**src/rtl/mem_arbiter.sv**
```systemverilog
// rtl/mem_arbiter.sv - three-port arbiter onto one synchronous single-port RAM
module mem_arbiter #(
    parameter int ADDR_W = 8,
    parameter int DATA_W = 8
) (
    input  logic              clk,
    input  logic              rst_n,
    input  logic              ld_req,
    input  logic              ld_we,
    input  logic [ADDR_W-1:0] ld_addr,
    input  logic [DATA_W-1:0] ld_wdata,
    output logic              ld_ack,
    output logic [DATA_W-1:0] ld_rdata,
    input  logic              dm_req,
    input  logic              dm_we,
    input  logic [ADDR_W-1:0] dm_addr,
    input  logic [DATA_W-1:0] dm_wdata,
    output logic              dm_ack,
    output logic [DATA_W-1:0] dm_rdata,
    input  logic              if_req,
    input  logic [ADDR_W-1:0] if_addr,
    output logic              if_ack,
    output logic [DATA_W-1:0] if_rdata,
    output logic              mem_en,
    output logic              mem_we,
    output logic [ADDR_W-1:0] mem_addr,
    output logic [DATA_W-1:0] mem_wdata,
    input  logic [DATA_W-1:0] mem_rdata,
    output logic              busy
);

    typedef enum logic [1:0] {S_IDLE, S_ISSUE, S_RESP} state_t;
    typedef enum logic [1:0] {OWN_NONE, OWN_LD, OWN_DM, OWN_IF} owner_t;

    state_t            state, state_next;
    owner_t            owner, grant;
    logic              rr_last_if;
    logic              op_we;
    logic              sel_we;
    logic [ADDR_W-1:0] sel_addr;
    logic [DATA_W-1:0] sel_wdata;
    logic [DATA_W-1:0] ld_rdata_q, dm_rdata_q, if_rdata_q;

    // Loader always wins at IDLE; DM/IF ties go to whichever did not go last.
    always_comb begin
        grant     = OWN_NONE;
        sel_we    = 1'b0;
        sel_addr  = mem_addr;
        sel_wdata = mem_wdata;
        if (ld_req) begin
            grant = OWN_LD;
        end else if (dm_req && if_req) begin
            grant = rr_last_if ? OWN_DM : OWN_IF;
        end else if (dm_req) begin
            grant = OWN_DM;
        end else if (if_req) begin
            grant = OWN_IF;
        end
        case (grant)
            OWN_LD: begin
                sel_we    = ld_we;
                sel_addr  = ld_addr;
                sel_wdata = ld_wdata;
            end
            OWN_DM: begin
                sel_we    = dm_we;
                sel_addr  = dm_addr;
                sel_wdata = dm_wdata;
            end
            OWN_IF: begin
                sel_addr  = if_addr;
            end
            default: ;
        endcase
    end

    always_comb begin
        state_next = state;
        case (state)
            S_IDLE:  if (grant != OWN_NONE) state_next = S_ISSUE;
            S_ISSUE: state_next = S_RESP;
            S_RESP:  state_next = S_IDLE;
            default: state_next = S_IDLE;
        endcase
    end

    always_ff @(posedge clk) begin
        if (!rst_n) state <= S_IDLE;
        else        state <= state_next;
    end

    always_ff @(posedge clk) begin
        if (!rst_n) begin
            owner      <= OWN_NONE;
            rr_last_if <= 1'b1;
            op_we      <= 1'b0;
            mem_en     <= 1'b0;
            mem_we     <= 1'b0;
            mem_addr   <= '0;
            mem_wdata  <= '0;
            ld_rdata_q <= '0;
            dm_rdata_q <= '0;
            if_rdata_q <= '0;
        end else begin
            case (state)
                S_IDLE: begin
                    if (grant != OWN_NONE) begin
                        owner     <= grant;
                        op_we     <= sel_we;
                        mem_en    <= 1'b1;
                        mem_we    <= sel_we;
                        mem_addr  <= sel_addr;
                        mem_wdata <= sel_wdata;
                    end
                end
                S_ISSUE: begin
                    mem_en <= 1'b0;
                    mem_we <= 1'b0;
                    if (owner == OWN_DM) rr_last_if <= 1'b0;
                    if (owner == OWN_IF) rr_last_if <= 1'b1;
                end
                S_RESP: begin
                    // RAM data is live during RESP; keep a copy so rdata holds afterwards.
                    if (!op_we) begin
                        case (owner)
                            OWN_LD:  ld_rdata_q <= mem_rdata;
                            OWN_DM:  dm_rdata_q <= mem_rdata;
                            OWN_IF:  if_rdata_q <= mem_rdata;
                            default: ;
                        endcase
                    end
                    owner <= OWN_NONE;
                end
                default: ;
            endcase
        end
    end

    assign ld_ack   = (state == S_RESP) && (owner == OWN_LD);
    assign dm_ack   = (state == S_RESP) && (owner == OWN_DM);
    assign if_ack   = (state == S_RESP) && (owner == OWN_IF);
    assign ld_rdata = (ld_ack && !op_we) ? mem_rdata : ld_rdata_q;
    assign dm_rdata = (dm_ack && !op_we) ? mem_rdata : dm_rdata_q;
    assign if_rdata = (if_ack && !op_we) ? mem_rdata : if_rdata_q;
    assign busy     = (state != S_IDLE);

endmodule
```
**config.mk**
```make
export PLATFORM = sky130hd
export DESIGN_NAME = mem_arbiter
export DESIGN_NICKNAME = d
export VERILOG_FILES = /design/src/rtl/mem_arbiter.sv
export SDC_FILE = /design/constraint.sdc
export NUM_CORES = 1
export LEC_CHECK = 0
export CORE_ASPECT_RATIO = 1.25
export CORE_MARGIN = 2
export CORE_UTILIZATION = 30
export CTS_BUF_LIST = sky130_fd_sc_hd__clkbuf_16
export DETAILED_ROUTE_END_ITERATION = 10
export SYNTH_ARGS = -nofsm -noshare
export SYNTH_HDL_FRONTEND = slang
export SYNTH_SLANG_ARGS = --single-unit
export TNS_END_PERCENT = 30
```
**constraint.sdc**
```tcl
create_clock -name clk -period 4.75 [get_ports clk]
set_clock_uncertainty 0.2 [all_clocks]
set_input_delay 0.7125 -clock clk [delete_from_list [all_inputs] [get_ports clk]]
set_output_delay 0.7125 -clock clk [all_outputs]
set_load 0.01 [all_outputs]
```
=== Word level (Yosys, flattened, before mapping) ===
Index checks and enable logic that the tools add are counted.

* ROM bits: 0
* Output and inout port bits: 46
* Bits in latches: 0
* Memories: 0
* Input port bits: 55
* Flip-flop bits (word level): 48
* RAM bits: 0
* Word-level logic and storage cells: 67

* Divide/modulo/power cells: 0
* Order comparisons: 0
* Eq/ne operators: 9
* Muxes and demuxes: 21
* Bitwise gates (word level): 1
* Multiply operators: 0
* $add $sub $neg: 0
* Shift operators: 0
* Reduce and logical (&&, ||, !) cells: 25

{| class="wikitable"
|+ Operator list
! kind !! count
|-
| 2-to-1 mux 8 bit || 3
|-
| case mux 8 bit (3 select lines) || 1
|-
| case mux 8 bit (2 select lines) || 1
|-
| AND reduction 3 bit || 5
|-
| 2-to-1 mux 2 bit || 6
|-
| nonzero test 2 bit || 6
|-
| == test 2 bit, second input constant || 5
|-
| case mux 2 bit (2 select lines) || 2
|-
| AND reduction 2 bit || 4
|-
| logical AND 1 bit || 7
|-
| == test 2 x 1 -> 1 bit, second input constant || 3
|-
| case mux 1 bit (2 select lines) || 3
|-
| 2-to-1 mux 1 bit || 5
|-
| nonzero test 3 bit || 1
|-
| logical NOT 2 bit || 1
|-
| != test 2 bit, second input constant || 1
|-
| logical NOT 1 bit || 1
|-
| inverter 1 bit || 1
|}

=== Logic depth before layout (Yosys ltp) ===
* Depth in word-level cells: 8
* Gate-level depth with buffers: 8
* Gate-level depth less buffers: 7

=== Worst setup path before layout ===
Ideal clock, no wire load.

* Path type: in2reg
* Start: input port if_req
* End: register mem_addr[0]
* Arrival: 2,256 ps
* Data required time: 4,424 ps
* Stages: 8
* Path buffers: 1
* Path slack: 2,168 ps
* Library setup time: 126 ps
* Path through: a21boi_0 > or2_2 > inv_1 > ha_1 > clkbuf_1 > nand2b_1 > a22oi_1 > o31ai_1

* Word-level cells in the longest chain between the ends: 7
* Elaborated cells between the ends (all ways): 12
* Those cells by class: eq/ne (3); mux (5); reduce/logical (4)

{| class="wikitable"
|+ Ends and longest elaborated chain
! item !! RTL line !! text
|-
| start, declared || 20 || <nowiki>input logic if_req,</nowiki>
|-
| 2-to-1 mux 2 bit || 56 || <nowiki>end else if (if_req) begin</nowiki>
|-
| 2-to-1 mux 2 bit || 54 || <nowiki>end else if (dm_req) begin</nowiki>
|-
| 2-to-1 mux 2 bit (*) || 52 || <nowiki>end else if (dm_req && if_req) begin</nowiki>
|-
| 2-to-1 mux 2 bit (*) || 50 || <nowiki>if (ld_req) begin</nowiki>
|-
| == test 2 bit / == test 2 x 1 -> 1 bit (equally long branches) || 59 || <nowiki>case (grant)</nowiki>
|-
| nonzero test 3 bit (no source line) || -- ||
|-
| AND reduction 3 bit (no source line) || -- ||
|-
| end signal, assigned || 112 || <nowiki>mem_addr <= sel_addr;</nowiki>
|-
| end, declared || 26 || <nowiki>output logic [ADDR_W-1:0] mem_addr,</nowiki>
|}

Every way passes the cells marked *; elsewhere a longest branch is shown, timed or not.
A chain may end at the register's enable or synchronous reset.

=== Final worst setup path ===
* Start: register state[0]
* End: output port if_rdata[7]

* Word-level cells in the longest chain between the ends: 4

{| class="wikitable"
|+ Ends and longest elaborated chain
! item !! RTL line !! text
|-
| start, declared || 35 || <nowiki>state_t state, state_next;</nowiki>
|-
| start signal, assigned || 89 || <nowiki>else state <= state_next;</nowiki>
|-
| == test 2 bit || 141 || <nowiki>assign if_ack = (state == S_RESP) && (owner == OWN_IF);</nowiki>
|-
| logical AND 1 bit || 141 ||
|-
| logical AND 1 bit || 144 || <nowiki>assign if_rdata = (if_ack && !op_we) ? mem_rdata : if_rdata_q;</nowiki>
|-
| 2-to-1 mux 8 bit || 144 ||
|-
| end, declared || 23 || <nowiki>output logic [DATA_W-1:0] if_rdata,</nowiki>
|}

Every way passes these cells.

==> key figures <==
Timing
  • Endpoints failing setup: 0
  • Slew Viols, Final: 0
  • RSZ-0062 raised after global routing: no
  • Slew HR: 35.5%
  • Tightest Pin Transition: 0.967 ns
  • Hold Violations, Final: 0
  • Tcrit/Tclk final: 73.3%
  • Setup TNS: 0 ns
  • Max frequency: 287 MHz
  • Post-layout min period: 3.48 ns

Synthesis
  • Cell Area, Synth: 2490 sq um
  • Net count after synthesis: 318
  • Total of warnings raised by yosys: 0
  • Top_reg_cell synth: dfxtp_1
  • Synth cell types: 36
  • Post-Synthesis Cells: 258
  • Yosys reg bits: 48
  • Post-synth EDFFs: 0
  • Asr flop ratio synth: 0%
  • Mapped Avg Cell Area: 9.67 sq um
  • Seq/Total Area, Yosys: 38.5%

Floorplan
  • Rows: 37
  • Die width: 85.5 microns
  • Initial Utilization: 30.6%
  • Io pins: 101
  • Core Region: 8150 sq um
  • Die ar.: 9060 sq um
  • Die Span Y: 106 microns

Worst setup path
  • RR Endpoint: mem_we
  • Worst r2r path cells: 7
  • Critical Path Sink Type: primary output
  • Worst EP arrival: 2.57 ns
  • R2r setup slk: 2.38 ns
  • Critical path class: reg -> out
  • Startpoint types: flop
  • CP Data Required Time: 3.84 ns
  • Crit Path Max Fanout: 16
  • Reg-to-Reg Start: rr_last_if

Clock network
  • Post-CTS setup buffers: 0
  • TritonCTS Buffers: 5
  • CTS clk-pin slew, worst paths: 0.07 ns
  • # clock sinks: 48
  • Worst-Skew Late Latency: 0.29 ns
  • Clock root buffer: clkbuf_16
  • CTS Buffer Depth: 2
  • CTS tree: yes
  • CTS Hold Bufs: 0
  • H-tree Lvls: 2
  • Cts repair resizes: 0

Hold path
  • Hold path cells: 2
  • Worst hold path class: reg -> reg
  • Hold Path Sink: ld_rdata_q[3]
  • Worst hold start: ld_rdata_q[3]

Finish
  • Fillers: 807
  • Layout net count: 408
  • Share of cells above drive strength 1: 12.0%
  • Final Instance Count excl. Fillers: 446
  • N_diodes: 0
  • Area grow syn2layout: 46.1%

Detailed routing
  • Total Wirelength: 6.04 mm
  • Initial DRC Count: 42
  • TritonRoute pass-1 iters: 4
  • Routed vias/inst: 4.76
  • Detail Route Antenna Nets: 0
  • Via count: 2123
  • Post-route DRC: 0
  • WL/cell: 13.5 microns

GRT
  • Tot GR Track Use: 13.6%
  • Vias in the first global route: 2185
  • First-pass GRT wire length: 10.1 mm
  • Largest net degree at the start of global routing: 57
  • Initial antenna violation count: 0
  • Grt met2 use: 22.9%
  • Met1 Use GR: 16.3%
  • GRT Max-Usage Layer: met2
  • Routing usage on met3: 4.74%
  • Total grt overflow: 0

Place
  • DP Wirelength: 4.50 mm
  • Routability cong.: 0.714
  • Port bufs: 100
  • Placed cell count: 438

Status
  • Status: completed

Pwr
  • Cell Pwr Density: 272 nW/um^2
  • Leak: 1.60 nW
  • Max VDD drop: 0.155 mV

Flow run
  • Max-capacitance violation count: 0
-- worst max path at each step --
stage | start | end | slack, ns | cells after the start
floorplan | if_req | mem_addr[0] | 2.17 | 8
global placement | if_req | op_we | 1.54 | 8
detailed placement | if_req | op_we | 1.46 | 8
CTS | state[0] | if_rdata[5] | 1.24 | 4
global route | state[0] | if_rdata[2] | 1.14 | 4
finish | state[0] | if_rdata[7] | 1.27 | 4
-- through the flow --
step                instance area [sq um]  util [%]  setup slack, ns  total power, mW  hold slack, ns
finish                               3640      44.7             1.27            0.990           0.255
CTS                                  3640      44.7             1.24             1.01           0.259
global route                         3640      44.7             1.14             1.04           0.278
detailed placement                   3500      43.0             1.46            0.654           0.248
global placement                     3500      43.0             1.54            0.654           0.242
floorplan                            2490         -             2.17            0.545           0.232
-- worst max-delay path: stages (launching register included) --
cell,delay (ns)
dfxtp_1,0.50
nand3b_4,0.22
or3_1,0.66
mux2_2,0.41
clkdlybuf4s50_1,0.48
-- cells in the final DEF (no fill, tap or decap), drive strengths merged, types with 5 or more instances in the layout --
master and count:
a22oi 8, clkbuf 5, clkdlybuf4s50 99, dfxtp 48, ha 5, inv 5, mux2 24, mux2i 33
nand2 44, nand2b 9, nand3 9, nor2 12, o211a 8, o31ai 8
-- cells by family after synthesis --
| logic type | count (synthesis) | synth area share, % |
|---|---|---|
| and+or+nand+nor | 91 | 17.8 |
| buffers and inverters | 24 | 5.82 |
| AOI/OAI and AO/OA | 33 | 10.8 |
| adders and majority gates | 5 | 2.51 |
| muxes | 57 | 24.5 |
| DFF | 48 | 38.5 |
-- power by group --
part	total [mW]	internal, mW	switching [mW]
logic	0.199	0.116	0.0834
registers	0.445	0.427	0.0178
clock network	0.346	0.193	0.153
total	0.990	0.736	0.254
-- cell type report --
| cell class | count | area [sq um] | area share (%) |
|---|---|---|---|
| Clock buffer | 5 | 125 | 3.43 |
| Tap cell | 97 | 121 | 3.33 |
| Multi-Input combinational cell | 186 | 1390 | 38.1 |
| Inverter | 5 | 18.8 | 0.515 |
| Sequential cell | 48 | 961 | 26.4 |
| Timing Repair Buffer | 102 | 1010 | 27.7 |
| Clock inverter | 3 | 18.8 | 0.515 |
-- state kept, by name (all words and copies together) (netlist names) --
signal	count
mem_addr	8
mem_wdata	8
dm_rdata_q	8
owner	2
if_rdata_q	8
rr_last_if	1
op_we	1
ld_rdata_q	8
state	2
mem_we	1
mem_en	1
-- cells in the mapped netlist (5+ instances only) --
library cell	number	share of area (%)
nand2_1	44	6.6
clkbuf_1	9	1.4
dfxtp_1	48	39
nand2b_1	9	2.3
nand3_1	9	1.8
ha_1	5	2.5
a22oi_1	8	2.4
o31ai_1	8	2.4
o211a_1	8	3.2
mux2_2	21	9.5
nor2_1	12	1.8
mux2i_1	33	13
-- metal layers --
metal  vias to the layer above  share of wire [%]  wire length (microns)
li1                       1081                  -                      -
met1                       956                 44                   2640
met2                        79                 47                   2850
met3                         7                7.9                    476
met4                         0                1.2                     70
met5                         -                  0                      0
Note: power is estimated with default switching activity, not from simulation.
